**src/rtl/div_radix2_if.sv**
```systemverilog
// Request/response bundle between the EX stage and the radix-2 divider.
// The master drives operands and the start/annul handshake; the divider answers with result/ready.
interface div_radix2_if;
  logic        signed_div_i;
  logic [31:0] opdata1_i;
  logic [31:0] opdata2_i;
  logic        start_i;
  logic        annul_i;
  logic [63:0] result_o;
  logic        ready_o;

  modport master (
    output signed_div_i,
    output opdata1_i,
    output opdata2_i,
    output start_i,
    output annul_i,
    input  result_o,
    input  ready_o
  );

  modport slave (
    input  signed_div_i,
    input  opdata1_i,
    input  opdata2_i,
    input  start_i,
    input  annul_i,
    output result_o,
    output ready_o
  );
endinterface

```
**src/rtl/div_radix2.sv**
```systemverilog
// Iterative 32-bit restoring divider, one quotient bit per cycle.
// Result is {remainder, quotient}, held with ready_o until the requester drops start_i.
module div_radix2 (
  input  logic        clk,
  input  logic        rst,
  div_radix2_if.slave div_if
);

  typedef enum logic [1:0] {
    StIdle,
    StDivZero,
    StOn,
    StEnd
  } state_e;

  state_e      state_q, state_d;
  logic [5:0]  cnt_q, cnt_d;
  logic [64:0] work_q, work_d;
  logic [31:0] divisor_q, divisor_d;
  logic        neg_quot_q, neg_quot_d;
  logic        neg_rem_q, neg_rem_d;
  logic [63:0] result_q, result_d;
  logic        ready_q, ready_d;

  logic [31:0] mag_a;
  logic [31:0] mag_b;
  logic [32:0] diff;
  logic [31:0] quot_raw;
  logic [31:0] rem_raw;
  logic [31:0] quot_fix;
  logic [31:0] rem_fix;
  logic        abort;

  // Operand magnitudes are taken straight from the request so the working
  // register is ready to iterate on the cycle after acceptance.
  always_comb begin
    mag_a = (div_if.signed_div_i && div_if.opdata1_i[31]) ? (~div_if.opdata1_i + 32'd1)
                                                          : div_if.opdata1_i;
    mag_b = (div_if.signed_div_i && div_if.opdata2_i[31]) ? (~div_if.opdata2_i + 32'd1)
                                                          : div_if.opdata2_i;
  end

  // work_q[64:32] holds the partial remainder already shifted by one with the
  // next dividend bit appended; the low bits collect quotient bits.
  always_comb begin
    diff     = work_q[64:32] - {1'b0, divisor_q};
    quot_raw = work_q[31:0];
    rem_raw  = work_q[64:33];
    quot_fix = neg_quot_q ? (~quot_raw + 32'd1) : quot_raw;
    rem_fix  = neg_rem_q ? (~rem_raw + 32'd1) : rem_raw;
    abort    = div_if.annul_i || !div_if.start_i;
  end

  always_comb begin
    state_d    = state_q;
    cnt_d      = cnt_q;
    work_d     = work_q;
    divisor_d  = divisor_q;
    neg_quot_d = neg_quot_q;
    neg_rem_d  = neg_rem_q;
    result_d   = result_q;

    unique case (state_q)
      StIdle: begin
        if (div_if.start_i && !div_if.annul_i) begin
          divisor_d  = mag_b;
          neg_quot_d = div_if.signed_div_i && (div_if.opdata1_i[31] ^ div_if.opdata2_i[31]);
          neg_rem_d  = div_if.signed_div_i && div_if.opdata1_i[31];
          work_d     = {32'd0, mag_a, 1'b0};
          cnt_d      = 6'd0;
          state_d    = (div_if.opdata2_i == 32'd0) ? StDivZero : StOn;
        end
      end
      StDivZero: begin
        if (abort) begin
          state_d = StIdle;
        end else begin
          result_d = 64'd0;
          state_d  = StEnd;
        end
      end
      StOn: begin
        if (abort) begin
          state_d = StIdle;
        end else if (cnt_q == 6'd32) begin
          result_d = {rem_fix, quot_fix};
          state_d  = StEnd;
        end else begin
          if (diff[32]) begin
            work_d = {work_q[63:0], 1'b0};
          end else begin
            work_d = {diff[31:0], work_q[31:0], 1'b1};
          end
          cnt_d = cnt_q + 6'd1;
        end
      end
      StEnd: begin
        if (!div_if.start_i) begin
          result_d = 64'd0;
          state_d  = StIdle;
        end
      end
      default: begin
        state_d = StIdle;
      end
    endcase

    ready_d = (state_d == StEnd);
  end

  always_ff @(posedge clk or negedge rst) begin
    if (!rst) begin
      state_q    <= StIdle;
      cnt_q      <= 6'd0;
      work_q     <= 65'd0;
      divisor_q  <= 32'd0;
      neg_quot_q <= 1'b0;
      neg_rem_q  <= 1'b0;
      result_q   <= 64'd0;
      ready_q    <= 1'b0;
    end else begin
      state_q    <= state_d;
      cnt_q      <= cnt_d;
      work_q     <= work_d;
      divisor_q  <= divisor_d;
      neg_quot_q <= neg_quot_d;
      neg_rem_q  <= neg_rem_d;
      result_q   <= result_d;
      ready_q    <= ready_d;
    end
  end

  assign div_if.result_o = result_q;
  assign div_if.ready_o  = ready_q;

endmodule

```
**src/flat_wrapper.sv**
```systemverilog
// flat-port wrapper written by rule: the top's interface ports become plain ports
module div_radix2_flat 
  (clk, rst, div_if_signed_div_i, div_if_opdata1_i, div_if_opdata2_i, div_if_start_i, div_if_annul_i, div_if_result_o, div_if_ready_o);
  div_radix2_if div_if_i ();
  input  logic clk;
  input  logic rst;
  input wire logic [$bits(div_if_i.signed_div_i)-1:0] div_if_signed_div_i;
  input wire logic [$bits(div_if_i.opdata1_i)-1:0] div_if_opdata1_i;
  input wire logic [$bits(div_if_i.opdata2_i)-1:0] div_if_opdata2_i;
  input wire logic [$bits(div_if_i.start_i)-1:0] div_if_start_i;
  input wire logic [$bits(div_if_i.annul_i)-1:0] div_if_annul_i;
  output wire logic [$bits(div_if_i.result_o)-1:0] div_if_result_o;
  output wire logic [$bits(div_if_i.ready_o)-1:0] div_if_ready_o;
  assign div_if_i.signed_div_i = div_if_signed_div_i;
  assign div_if_i.opdata1_i = div_if_opdata1_i;
  assign div_if_i.opdata2_i = div_if_opdata2_i;
  assign div_if_i.start_i = div_if_start_i;
  assign div_if_i.annul_i = div_if_annul_i;
  assign div_if_result_o = div_if_i.result_o;
  assign div_if_ready_o = div_if_i.ready_o;
  div_radix2 u_core (.clk(clk), .rst(rst), .div_if(div_if_i));
endmodule
```
**config.mk**
```make
export PLATFORM = sky130hd
export DESIGN_NAME = div_radix2_flat
export DESIGN_NICKNAME = d
export VERILOG_FILES = /design/src/rtl/div_radix2_if.sv /design/src/rtl/div_radix2.sv /design/src/flat_wrapper.sv
export SDC_FILE = /design/constraint.sdc
export NUM_CORES = 1
export LEC_CHECK = 0
export BUFFER_PORTS_ARGS = -buffer_cell sky130_fd_sc_hd__buf_2
export CAP_MARGIN = 20
export CORE_MARGIN = 8
export CORE_UTILIZATION = 35
export CTS_CLUSTER_DIAMETER = 50
export DETAILED_ROUTE_END_ITERATION = 16
export GPL_ROUTABILITY_DRIVEN = 0
export PLACE_DENSITY = 0.63
export SETUP_SLACK_MARGIN = 0.15
export SKIP_CTS_REPAIR_TIMING = 1
export SYNTH_ARGS = -nofsm -noshare
export SYNTH_HDL_FRONTEND = slang
export SYNTH_SLANG_ARGS = --single-unit
```
**constraint.sdc**
```tcl
create_clock -name clk -period 6.4 [get_ports clk]
set_clock_uncertainty 0.2 [all_clocks]
set_input_delay 0 -clock clk [delete_from_list [all_inputs] [get_ports clk]]
set_output_delay 0 -clock clk [all_outputs]
set_load 0.01 [all_outputs]
```
After elaboration in Yosys (flattened, before gate mapping)
Cells that the tools add are included.
- register bits: 172
- word-level logic and storage cells: 69
- output and inout port bits: 65
- reductions and logical operators: 14
- $add $sub $neg: 6
- eq/ne operators: 11
- bitwise gates (word level): 5
- muxes and demuxes: 25
- operator list (cell ; count):
    65-bit two-way mux ; 4
    64-bit two-way mux ; 4
    64-bit one-hot mux with 3 select lines ; 1
    65-bit one-hot mux with 2 select lines ; 1
    32-bit by 1-bit adder with 32-bit output (second input constant) ; 4
    32-bit two-way mux ; 4
    32-bit NOT ; 4
    33-bit by 32-bit subtractor with 33-bit output ; 1
    32-bit zero test ; 1
    6-bit two-way mux ; 3
    2-bit two-way mux ; 6
    6-bit one-hot mux with 2 select lines ; 1
    2-bit inequality test (second input constant) ; 4
    2-bit one-hot mux with 4 select lines ; 1
    6-bit by 1-bit adder with 6-bit output (second input constant) ; 1
    2-bit == test (second input constant) ; 3
    6-bit == test (second input constant) ; 1
    5-bit AND reduction ; 1
    1-bit logical AND ; 4
    2-bit by 1-bit inequality test with 1-bit output (second input constant) ; 2
    4-bit AND reduction ; 1
    3-bit nonzero test ; 1
    2-bit by 1-bit == test with 1-bit output (second input constant) ; 1
    1-bit zero test ; 2
    5 further kinds ; 5

Logic depth before layout (Yosys ltp)
- word-level depth: 6
- gate-level depth with buffers: 13

Worst setup path after synthesis
No wires, ideal clock.
- path type: reg-to-reg
- start: register u_core.divisor_q[0]
- end: register u_core.work_q[43]
- period minus slack after synthesis: 3.430 ns
- arrival: 3.097 ns
- library setup time: 0.134 ns
- cell stages (with the launch flop): 13
- slack: 2.970 ns
- cells stage by stage: dfrtp_1 -> ha_1 -> fa_1 -> nor2b_1 -> o31a_1 -> o2111ai_1 -> a2111oi_2 -> o21ai_0 -> a41oi_1 -> xnor2_2 -> clkbuf_1 -> mux2i_1 -> o21ai_0
- word-level cells in the longest chain between the ends: 5
- ends and longest elaborated chain (element ; line ; RTL):
    start, declared ; div_radix2.sv:19 ; logic [31:0] divisor_q, divisor_d;
    start signal, assigned ; div_radix2.sv:125 ; divisor_q <= divisor_d;
    33-bit by 32-bit subtractor with 33-bit output ; div_radix2.sv:46 ; diff = work_q[64:32] - {1'b0, divisor_q};
    65-bit two-way mux ; div_radix2.sv:89 ; if (diff[32]) begin
    65-bit two-way mux ; div_radix2.sv:85 ; end else if (cnt_q == 6'd32) begin
    65-bit two-way mux ; div_radix2.sv:83 ; if (abort) begin
    65-bit one-hot mux with 2 select lines ; div_radix2.sv:63 ; unique case (state_q)
    end signal, assigned ; div_radix2.sv:124 ; work_q <= work_d;
    end, declared ; div_radix2.sv:18 ; logic [64:0] work_q, work_d;
Every way passes these cells. The select of a mux whose other input is x is not followed.
A chain may end at the register's enable or synchronous reset.

Worst setup path after layout
- start: input port div_if_opdata2_i[0]
- end: register u_core.state_q[1]
- word-level cells in the longest chain between the ends: 4
- ends and longest elaborated chain (element ; line ; RTL):
    start, declared ; flat_wrapper.sv:9 ; input wire logic [$bits(div_if_i.opdata2_i)-1:0] div_if_opdata2_i;
    32-bit zero test ; div_radix2.sv:71 ; state_d = (div_if.opdata2_i == 32'd0) ? StDivZero : StOn;
    2-bit two-way mux ; div_radix2.sv:71 ;
    2-bit two-way mux ; div_radix2.sv:65 ; if (div_if.start_i && !div_if.annul_i) begin
    2-bit one-hot mux with 4 select lines ; div_radix2.sv:63 ;
    named net u_core.state_d[1] ; div_radix2.sv:16 ; state_e state_q, state_d;
    end signal, assigned ; div_radix2.sv:113 ; state_q <= StIdle;
    end signal, assigned ; div_radix2.sv:122 ; state_q <= state_d;
    end, declared ; div_radix2.sv:16 ;
The timed path passes the listed nets, and every way through them passes these cells.

==> Implementation_results.wiki <==
{| class="wikitable"
! Metric !! Value
|-
| Antenna violations before repair || 1
|-
| Share of layout cells above drive strength 1 || 0.131
|-
| Vias || 10000
|-
| Width of the die || 194 um
|-
| Most numerous cell in the Yosys netlist || sky130_fd_sc_hd__nand2_1
|-
| Routed len/inst || 16.4 um
|-
| Most frequently used flop master after synthesis || sky130_fd_sc_hd__dfrtp_1
|-
| Clk sinks || 172
|-
| Pin count of the biggest net entering global routing || 79
|-
| Simple logic cell fraction of the synthesized area || 0.172
|-
| Hold violation total from the final report || 1
|-
| First-pass GRT wire length || 50.2 mm
|-
| Most frequent cells after synthesis || sky130_fd_sc_hd__nand2_1, sky130_fd_sc_hd__o21ai_0, sky130_fd_sc_hd__dfrtp_1
|-
| Reg clk slew, reported paths || 70 ps
|-
| Number of register bits inferred by synthesis || 172
|-
| Class of the tightest hold or removal check || input pin to register
|-
| Proportion of synthesized chip area in sequential cells || 0.390
|-
| Max-slew violation total from the final report || 0
|-
| Pre-CTS setup slack || 2400 ps
|-
| Routed wire length || 31.2 mm
|-
| Routed via count divided by cell count || 5.26
|-
| Sum of negative setup slack || 0 ps
|-
| Post-route fraction of the period consumed by the critical path || 0.654
|-
| Async set-reset flop share out of synthesis || 1.00
|-
| Largest cells by area after synthesis || sky130_fd_sc_hd__dfrtp_1, sky130_fd_sc_hd__o21ai_0, sky130_fd_sc_hd__nand2_1
|-
| Pin slew with the least headroom to its limit || 1100 ps
|-
| Initial Utilization || 0.352
|-
| Final setup violation count || 0
|-
| Nets || 1600
|-
| Xor and xnor area share after synthesis || 0.121
|-
| Cell taking the most area after synthesis || sky130_fd_sc_hd__dfrtp_1
|-
| Headroom to the max-slew limit || 0.264
|-
| Setup slack after layout || 2220 ps
|-
| Multiplexer share of the synthesized area || 0.00907
|-
| Crit-path max cell delay || 660 ps
|-
| Category of the worst setup path capture point || register
|-
| Ports || 134
|-
| Synth Area in Compound Gates || 0.220
|-
| Crit path DAT || 4300 ps
|-
| Number of violations of the max-capacitance limit || 0
|-
| Clock tree buffer depth || 2
|-
| Total grt overflow || 0
|-
| Cells after DPL || 1785
|-
| Count of routing violations after the opening detailed-route iteration || 759
|-
| Number of different library cells in the post-synthesis netlist || 60
|-
| Cell-by-cell trace of the critical path || dlygate4sd3_1, buf_2, inv_1, ha_1, or3b_2, nor4_2, nand2_1, nor4_1, nand2_1, or4_1, and3_1, dlygate4sd3_1
|-
| Combined buffer and inverter count along the critical path || 4
|-
| Unrepaired setup endpoints after global routing || false
|-
| Synth Instances || 1309
|-
| Remaining antenna violation count after routing || 0
|-
| Worst path top cell family by delay || simple AND/OR/NAND/NOR gates
|-
| Final standard cell count with taps included and fillers excluded || 1903
|-
| Power density over the cells || 243 nW/um^2
|-
| Result of the run || finished with violations
|-
| Worst-skew pair later-pin latency || 430 ps
|-
| Main combinational cell family by area after synthesis || compound AO/OA/AOI/OAI gates
|-
| Post-synth top area share || 0.390
|-
| Total leakage power || 6.23 nW
|-
| Die Height || 194 um
|-
| Max IR drop VDD || 0.181 mV
|-
| Post-synth EDFFs || 0
|-
| Clock tree from TritonCTS || done
|-
| Cts bufs inserted || 17
|-
| Area added between synthesis and finish || 22.5%
|-
| Half-perimeter wire length after placement || 22.7 mm
|-
| Number of remaining DRC errors || 0
|-
| Site Rows || 65
|-
| Worst slack on hold paths || -47.7 ps
|-
| Global-route usage over all layers || 0.161
|-
| Std-Cell Core Area || 31300 um^2
|-
| Yosys warns || 0
|-
| Maximum operating frequency || 239 MHz
|-
| Number of iterations in the first detailed-routing pass || 5
|-
| Final core utilization || 0.432
|-
| Failing checks || negative hold slack
|-
| Number of global-route vias before repair || 9225
|-
| Total of buffers placed on input and output ports || 133
|-
| Mean post-synth cell area || 8.43 um^2
|-
| Die Outline Area || 37500 um^2
|-
| Shortest period the worst path allows || 4180 ps
|-
| Startpoint type of the worst setup path || input pin
|-
| Maximum level of the CTS H-tree || 4
|-
| Worst setup path class || input pin to register
|-
| Required time of the critical path || 6520 ps
|-
| Clock root buffer || sky130_fd_sc_hd__clkbuf_16
|-
| Syn Nets || 1417
|-
| Adder-cell share of the synthesized area || 0.0449
|-
| CP max-delay cell || sky130_fd_sc_hd__or4_1
|-
| Highest net fanout along the worst path || 5
|-
| Cell Area, Synth || 11000 um^2
|}
[stage by stage]
stage / instance area [um^2] / power [mW]
6_report: 13500 / 3.29
5_1_grt: 13500 / 3.48
4_1_cts: 12600 / 3.25
3_5_place_dp: 12100 / 2.23
3_3_place_gp: 12100 / 2.21
2_1_floorplan: 11000 / 1.97
[state kept, by name, summed over array words and instances, names as in the netlist]
register and flops:
u_core.cnt_q 6, u_core.div_if.ready_o 1, u_core.div_if.result_o 64, u_core.divisor_q 32, u_core.neg_quot_q 1, u_core.neg_rem_q 1, u_core.state_q 2, u_core.work_q 65
[power breakdown]
group          total, mW  switching, mW  internal, mW  leakage, nW
combinational      0.971          0.552         0.418         3.67
sequential          1.30          0.126          1.18         2.29
clock               1.02          0.433         0.583        0.272
[metal layers]
| layer | wire length (um) | share of wire | vias up | global-route usage |
|---|---|---|---|---|
| li1 | - | - | 5024 | - |
| met1 | 15700 | 0.50 | 4716 | 0.234 |
| met2 | 13700 | 0.44 | 238 | 0.243 |
| met3 | 1370 | 0.044 | 32 | 0.0266 |
| met4 | 518 | 0.017 | 0 | 0.0453 |
| met5 | 0 | 0 | - | 0 |
[tightest hold or removal path, cell delays in order]
cell,delay (ps)
sky130_fd_sc_hd__buf_2,120
sky130_fd_sc_hd__inv_1,90
sky130_fd_sc_hd__xnor2_1,90
sky130_fd_sc_hd__nor2_1,90
sky130_fd_sc_hd__a21oi_1,40
sky130_fd_sc_hd__o21ai_0,120
[cell type report]
class,count,area (um^2)
fillers,3070,17800
multi-input cells,1011,6290
flip-flops and latches,172,4300
repair buffers,235,1660
well taps,402,503
clock buffers,19,453
inverters,55,206
clock inverters,8,96.3
diodes,1,2.50
[path summary, 6_finish.rpt]
| kind | start | to | slack [ps] | depth (start not counted) |
|---|---|---|---|---|
| hold reg to reg | u_core.div_if.result_o[39] | u_core.div_if.result_o[39] | 270 | 2 |
| max in group asynchronous | rst | u_core.work_q[62] | 4390 | 4 |
| setup / recovery | div_if_opdata2_i[0] | u_core.state_q[1] | 2220 | 12 |
| min in group asynchronous | rst | u_core.div_if.result_o[25] | 460 | 3 |
| setup reg to reg | u_core.work_q[33] | u_core.work_q[42] | 2340 | 12 |
| hold / removal | div_if_opdata1_i[17] | u_core.work_q[18] | -50 | 6 |
[logic make-up (layout without fill, tap and decap cells)]
family / Yosys count / in the layout
and+or+nand+nor: 413 / 413
AOI/OAI and AO/OA: 397 / 397
DFF: 172 / 172
xor gates and xnor gates: 152 / 152
buffers and inverters: 126 / 317
adders and majority gates: 39 / 39
muxes: 10 / 10
other: 0 / 1
[layout by cell type (no fill, tap or decap), types with 12 or more instances in the layout]
cell type	synthesis	routed
sky130_fd_sc_hd__a21oi_1	48	48
sky130_fd_sc_hd__o311ai_0	17	17
sky130_fd_sc_hd__nor2_1	49	47
sky130_fd_sc_hd__dlygate4sd3_1	0	90
sky130_fd_sc_hd__o31ai_1	25	25
sky130_fd_sc_hd__dfrtp_1	172	172
sky130_fd_sc_hd__o21ai_0	192	192
sky130_fd_sc_hd__clkbuf_16	0	17
sky130_fd_sc_hd__a21o_1	19	19
sky130_fd_sc_hd__inv_1	54	54
sky130_fd_sc_hd__xor2_1	95	95
sky130_fd_sc_hd__nor3_1	14	13
sky130_fd_sc_hd__buf_4	0	12
sky130_fd_sc_hd__ha_1	38	38
sky130_fd_sc_hd__o41ai_1	15	15
sky130_fd_sc_hd__buf_2	1	132
sky130_fd_sc_hd__or4_1	16	16
sky130_fd_sc_hd__nand2_1	231	230
sky130_fd_sc_hd__nor4_1	14	14
sky130_fd_sc_hd__nand3_1	34	34
sky130_fd_sc_hd__xnor2_1	56	56
sky130_fd_sc_hd__o22ai_1	25	25
(Power assumes the default switching activity.)
